`config.mk`:
```
export PLATFORM = sky130hd
export DESIGN_NAME = pc_gen_flat
export DESIGN_NICKNAME = d
export VERILOG_FILES = /design/src/rtl/pc_gen_if.sv /design/src/rtl/pc_gen.sv /design/src/flat_wrapper.sv
export SDC_FILE = /design/constraint.sdc
export NUM_CORES = 1
export LEC_CHECK = 0
export ABC_AREA = 1
export CAP_MARGIN = 20
export CORE_MARGIN = 2
export CORE_UTILIZATION = 45
export DETAILED_ROUTE_END_ITERATION = 16
export GPL_TIMING_DRIVEN = 0
export PLACE_DENSITY = 0.87
export SYNTH_ARGS = -nofsm -noshare
export SYNTH_HDL_FRONTEND = slang
export SYNTH_SLANG_ARGS = --single-unit
export TNS_END_PERCENT = 10
```
`constraint.sdc`:
```
create_clock -name clk -period 3 [get_ports clk]
set_clock_uncertainty 0.15 [all_clocks]
set_input_delay 0.45 -clock clk [delete_from_list [all_inputs] [get_ports clk]]
set_output_delay 0.45 -clock clk [all_outputs]
set_load 0.03 [all_outputs]
```
`src/rtl/pc_gen_if.sv`:
```
// Fetch-side bundle of pc_gen: redirect requests, stall, fetch handshake and PC outputs.
// master = the PC generator, slave = the pipeline/memory side that drives it.
interface pc_gen_if #(
  parameter int WIDTH = 32
);
  logic             stall;
  logic             br_valid;
  logic [WIDTH-1:0] br_target;
  logic             ex_valid;
  logic [WIDTH-1:0] ex_target;
  logic             fetch_ready;
  logic             fetch_valid;
  logic [WIDTH-1:0] pc_out;
  logic [WIDTH-1:0] pc_plus;
  logic             adef;

  modport master (
    input  stall, br_valid, br_target, ex_valid, ex_target, fetch_ready,
    output fetch_valid, pc_out, pc_plus, adef
  );

  modport slave (
    output stall, br_valid, br_target, ex_valid, ex_target, fetch_ready,
    input  fetch_valid, pc_out, pc_plus, adef
  );
endinterface

```
`src/rtl/pc_gen.sv`:
```
// Fetch PC generator: step on accepted fetch, ex/br redirects, post-redirect bubble.
// Optional misaligned-target trap (adef + FAULT state) when PC_ALIGN_CHECK_EN is defined.
module pc_gen #(
  parameter int          WIDTH        = 32,
  parameter int          STEP         = 4,
  parameter int          ALIGN        = 2,
  parameter logic [31:0] RESET_PC     = 32'h1C00_0000,
  parameter int          FLUSH_CYCLES = 1
) (
  input  logic         clk,
  input  logic         rst,
  pc_gen_if.master     bus
);

  localparam logic [WIDTH-1:0] RESET_PC_W = WIDTH'(RESET_PC);
  localparam logic [WIDTH-1:0] STEP_W     = WIDTH'(STEP);
  localparam logic [WIDTH-1:0] ALIGN_MASK = {WIDTH{1'b1}} << ALIGN;
  localparam logic [3:0]       FLUSH_INIT = 4'(FLUSH_CYCLES);

  typedef enum logic [1:0] {
    ST_BOOT,
    ST_RUN,
    ST_FLUSH
`ifdef PC_ALIGN_CHECK_EN
    , ST_FAULT
`endif
  } state_t;

  state_t           state_reg, state_next;
  logic [WIDTH-1:0] pc_reg, pc_next;
  logic [3:0]       cnt_reg, cnt_next;
  logic             fetch_valid;
  logic             br_take;
  logic             redirect;
  logic [WIDTH-1:0] target;

`ifdef PC_ALIGN_CHECK_EN
  logic             adef_reg, adef_next;
  logic             misaligned;

  // A faulted fetch stream can only be recovered by the exception path.
  assign br_take    = bus.br_valid && (state_reg != ST_FAULT);
  assign misaligned = |(target & ~ALIGN_MASK);
`else
  assign br_take    = bus.br_valid;
`endif

  assign redirect = bus.ex_valid || br_take;
  assign target   = bus.ex_valid ? bus.ex_target : bus.br_target;

  always_comb begin
    state_next  = state_reg;
    pc_next     = pc_reg;
    cnt_next    = cnt_reg;
    fetch_valid = (state_reg == ST_RUN) && !bus.stall;
`ifdef PC_ALIGN_CHECK_EN
    adef_next   = adef_reg;
`endif
    if (redirect) begin
      // Redirect beats stall and handshake; the in-flight fetch is not advanced.
      cnt_next   = FLUSH_INIT;
      state_next = (FLUSH_INIT != 4'd0) ? ST_FLUSH : ST_RUN;
`ifdef PC_ALIGN_CHECK_EN
      pc_next    = target;
      adef_next  = misaligned;
      if (misaligned) begin
        state_next = ST_FAULT;
      end
`else
      pc_next    = target & ALIGN_MASK;
`endif
    end else begin
      case (state_reg)
        ST_BOOT: state_next = ST_RUN;
        ST_RUN: begin
          if (fetch_valid && bus.fetch_ready) begin
            pc_next = pc_reg + STEP_W;
          end
        end
        ST_FLUSH: begin
          cnt_next = cnt_reg - 4'd1;
          if (cnt_reg <= 4'd1) begin
            state_next = ST_RUN;
          end
        end
`ifdef PC_ALIGN_CHECK_EN
        ST_FAULT: state_next = ST_FAULT;
`endif
        default: state_next = ST_RUN;
      endcase
    end
  end

  always_ff @(posedge clk or posedge rst) begin
    if (rst) begin
      state_reg <= ST_BOOT;
      pc_reg    <= RESET_PC_W;
      cnt_reg   <= 4'd0;
    end else begin
      state_reg <= state_next;
      pc_reg    <= pc_next;
      cnt_reg   <= cnt_next;
    end
  end

`ifdef PC_ALIGN_CHECK_EN
  always_ff @(posedge clk or posedge rst) begin
    if (rst) begin
      adef_reg <= 1'b0;
    end else begin
      adef_reg <= adef_next;
    end
  end
  assign bus.adef = adef_reg;
`else
  assign bus.adef = 1'b0;
`endif

  assign bus.fetch_valid = fetch_valid;
  assign bus.pc_out      = pc_reg;
  assign bus.pc_plus     = pc_reg + STEP_W;

endmodule

```
`src/flat_wrapper.sv`:
```
// flat-port wrapper written by rule: the top's interface ports become plain ports
module pc_gen_flat 
#(
  parameter int          WIDTH        = 32,
  parameter int          STEP         = 4,
  parameter int          ALIGN        = 2,
  parameter logic [31:0] RESET_PC     = 32'h1C00_0000,
  parameter int          FLUSH_CYCLES = 1
)
  (clk, rst, bus_stall, bus_br_valid, bus_br_target, bus_ex_valid, bus_ex_target, bus_fetch_ready, bus_fetch_valid, bus_pc_out, bus_pc_plus, bus_adef);
  pc_gen_if #(.WIDTH(WIDTH)) bus_i ();
  input  logic clk;
  input  logic rst;
  input wire logic [$bits(bus_i.stall)-1:0] bus_stall;
  input wire logic [$bits(bus_i.br_valid)-1:0] bus_br_valid;
  input wire logic [$bits(bus_i.br_target)-1:0] bus_br_target;
  input wire logic [$bits(bus_i.ex_valid)-1:0] bus_ex_valid;
  input wire logic [$bits(bus_i.ex_target)-1:0] bus_ex_target;
  input wire logic [$bits(bus_i.fetch_ready)-1:0] bus_fetch_ready;
  output wire logic [$bits(bus_i.fetch_valid)-1:0] bus_fetch_valid;
  output wire logic [$bits(bus_i.pc_out)-1:0] bus_pc_out;
  output wire logic [$bits(bus_i.pc_plus)-1:0] bus_pc_plus;
  output wire logic [$bits(bus_i.adef)-1:0] bus_adef;
  assign bus_i.stall = bus_stall;
  assign bus_i.br_valid = bus_br_valid;
  assign bus_i.br_target = bus_br_target;
  assign bus_i.ex_valid = bus_ex_valid;
  assign bus_i.ex_target = bus_ex_target;
  assign bus_i.fetch_ready = bus_fetch_ready;
  assign bus_fetch_valid = bus_i.fetch_valid;
  assign bus_pc_out = bus_i.pc_out;
  assign bus_pc_plus = bus_i.pc_plus;
  assign bus_adef = bus_i.adef;
  pc_gen #(.WIDTH(WIDTH), .STEP(STEP), .ALIGN(ALIGN), .RESET_PC(RESET_PC), .FLUSH_CYCLES(FLUSH_CYCLES)) u_core (.clk(clk), .rst(rst), .bus(bus_i));
endmodule
```
==> results.cfg <==
[outcome]
outcome = finished clean

[synthesis]
seq_area_frac_synth_pct = 31.3
synth-seq-cells = 36
synth_ff_type = dfrtp_1
syn_area_sq_mm = 0.00289
netlist_top_cells_area = dfrtp_1 29%, nand2_1 20%, nor2_1 7.8%, nand3_1 5.9%, inv_1 5.6%
yosysWarnings = 0
netlist_instances = 457
async_flop_share_pct = 100
synth_area_leader_cell = dfrtp_1
yosysTopAreaCellShare_pct = 28.5
synth-edff-count = 0
avgSynthCellArea_sq_um = 6.33
ys_types = 33

[clock_network]
htreeDepth = 2
cts_tree = yes
cts_buffers = 5
root_buffer = clkbuf_8
numClockSinks = 36
clockBufferDepth = 2
clkLatencyLatePin_ps = 290
cts.reportedPaths.clkPinSlew_ps = 80

[timing]
hold_viol_final = 0
worst_pin_slew_ps = 799
rsz0062_at_grt = no
timing.hold.ws_ps = 391
setup_tns_ps = 0
max_clock_freq_ghz = 0.349
fin_ws_ps = 138
relSlewSlack_pct = 46.7
period_minus_slack_ps = 2860
setup_viol = 0
period_share_pct = 95.4
slew_viol_final = 0

[run]
cap_viol_max_count = 0

[pwr]
irDropWorstVdd_mv = 0.276
power.switching_mw = 0.756
swShare_pct = 41.4
p_int_mw = 1.07
p_leak_nw = 2.07
p_seq_share_pct = 34.0
power.density_mw_per_mm2 = 416
p_comb_share_pct = 45.8
p_clk_share_pct = 20.2

[die]
die_height_um = 84.2
die_w_um = 84.2
die_area_sq_mm = 0.00709
initial_core_util_pct = 46.1
coreArea_sq_mm = 0.00628
io_pins = 136
rows = 29

[global_routing]
grt_max_degree = 37
grt_pass1_wl_mm = 15.9
grt_usage_pct = 27.7
overflow = 0
grt_pass1_vias = 3307
antenna_found_initial = 0

[min_path]
min_path_type = flip-flop to flip-flop
holdPathStages = 2

[worst_setup_path]
crit_end = bus_pc_plus[15]
arrival_ps = 2260
worstReg2RegStart = u_core.state_reg[0]
end_kind = primary output
criticalPathCategory = flip-flop to primary output
cp_max_fo = 6
cp-start-kind = flip-flop
r2r-end = u_core.bus.pc_out[31]
critPathRequiredTime_ps = 2400
startpoint = u_core.bus.pc_out[14]
r2r_cells = 8
rrSetupSlack_ps = 1140

[route]
via_per_inst = 5.33
drt_wl_total_mm = 10.2
first_iter_violations = 342
drc_errors = 0
drtPass1Iterations = 6
antenna_left = 0
num_vias = 3580
wire_per_inst_um = 15.1

[finish]
largest_reg_flops = 30
layout-drive-gt1-share_pct = 9.08
final_common_cell = nand2_1
n_antenna_cell = 0
nets = 667
fill_cells = 532
final_cell_mix = 151 x nand2_1, 110 x clkdlybuf4s50_1, 60 x nor2_1
area_delta_synth_final_pct = 51.6

[place]
pre_cts_slack_ps = 193
hpwl_mm = 7.81
globalplace.congestion = 0.898
io_buffers = 126
[worst min-delay path by stage]
stage                            startpoint                end
after detailed placement  u_core.cnt_reg[3]  u_core.cnt_reg[3]
after CTS                 u_core.cnt_reg[3]  u_core.cnt_reg[3]
after global routing      u_core.cnt_reg[3]  u_core.cnt_reg[3]
after floorplan           u_core.cnt_reg[3]  u_core.cnt_reg[3]
final                     u_core.cnt_reg[3]  u_core.cnt_reg[3]
after global placement    u_core.cnt_reg[3]  u_core.cnt_reg[3]
[cell families (layout without fill, tap and decap cells)]
family / after synthesis / in the layout / synth area share, %
adder cells (fa/ha/maj): 3 / 3 / 1.30
flip-flops: 36 / 36 / 31.3
AO/OA/AOI/OAI: 62 / 62 / 12.3
AND/OR/NAND/NOR: 283 / 283 / 43.3
XOR/XNOR: 7 / 7 / 2.12
other: 1 / 5 / 0.130
buffers and inverters: 65 / 199 / 9.64
[per-stage QoR]
stage / utilization, % / power [mW] / instance area, sq um / std cells
2_1_floorplan: - / 1.09 / 2910 / 461
3_3_place_gp: 68.0 / 1.45 / 4270 / 664
3_5_place_dp: 68.0 / 1.46 / 4270 / 664
4_1_cts: 69.4 / 1.83 / 4360 / 672
5_1_grt: 69.9 / 1.91 / 4390 / 672
6_report: 69.9 / 1.83 / 4390 / 672
[critical path, stage by stage (launching register included)]
cell	delay (ps)
dfrtp_1	450
nand2_1	110
nor2_1	260
nand2_1	110
nor2_2	190
nand2_1	70
nand2_1	100
clkdlybuf4s50_1	690
[timing repair]
action,4_1_cts,5_1_grt
buffers inserted,0,0
resized for setup,3,13
hold buffers,0,0
endpoints found under the setup margin,3,13
[Yosys cell counts, types with 4 or more instances]
master	number
o22ai_1	12
and2_1	5
clkbuf_1	6
nor2_1	60
nor2_4	6
inv_1	43
o21ai_0	20
nand2_1	151
o21ai_1	11
xnor2_1	4
a21oi_1	8
o211ai_1	5
nand2_2	4
nor2_2	9
buf_4	7
dfrtp_1	33
nand3_1	34
buf_2	7
[layer usage]
layer	wire length, um	track usage [%]
met5	0	0
met4	184	8.80
met3	951	6.69
met2	4990	46.8
met1	4030	35.0
[area by class of cell]
| cell class | count | area, sq um | area share [%] |
|---|---|---|---|
| clock inverters | 2 | 10.0 | 0.228 |
| multi-input cells | 360 | 1730 | 39.3 |
| clock buffers | 6 | 82.6 | 1.88 |
| inverters | 45 | 169 | 3.85 |
| flip-flops and latches | 36 | 905 | 20.6 |
| repair buffers | 126 | 1290 | 29.4 |
| plain buffers | 20 | 110 | 2.51 |
| well taps | 77 | 96.3 | 2.20 |
[power by group through the flow]
| stage | registers [mW] | clock network (mW) | logic (mW) |
|---|---|---|---|
| 3_5_place_dp | 0.626 | 0 | 0.838 |
| 4_1_cts | 0.619 | 0.371 | 0.840 |
| 2_1_floorplan | 0.707 | 0 | 0.382 |
| 6_report | 0.622 | 0.369 | 0.836 |
| 3_3_place_gp | 0.625 | 0 | 0.823 |
| 5_1_grt | 0.633 | 0.389 | 0.889 |
No activity file was read; power rests on OpenSTA's default activity.
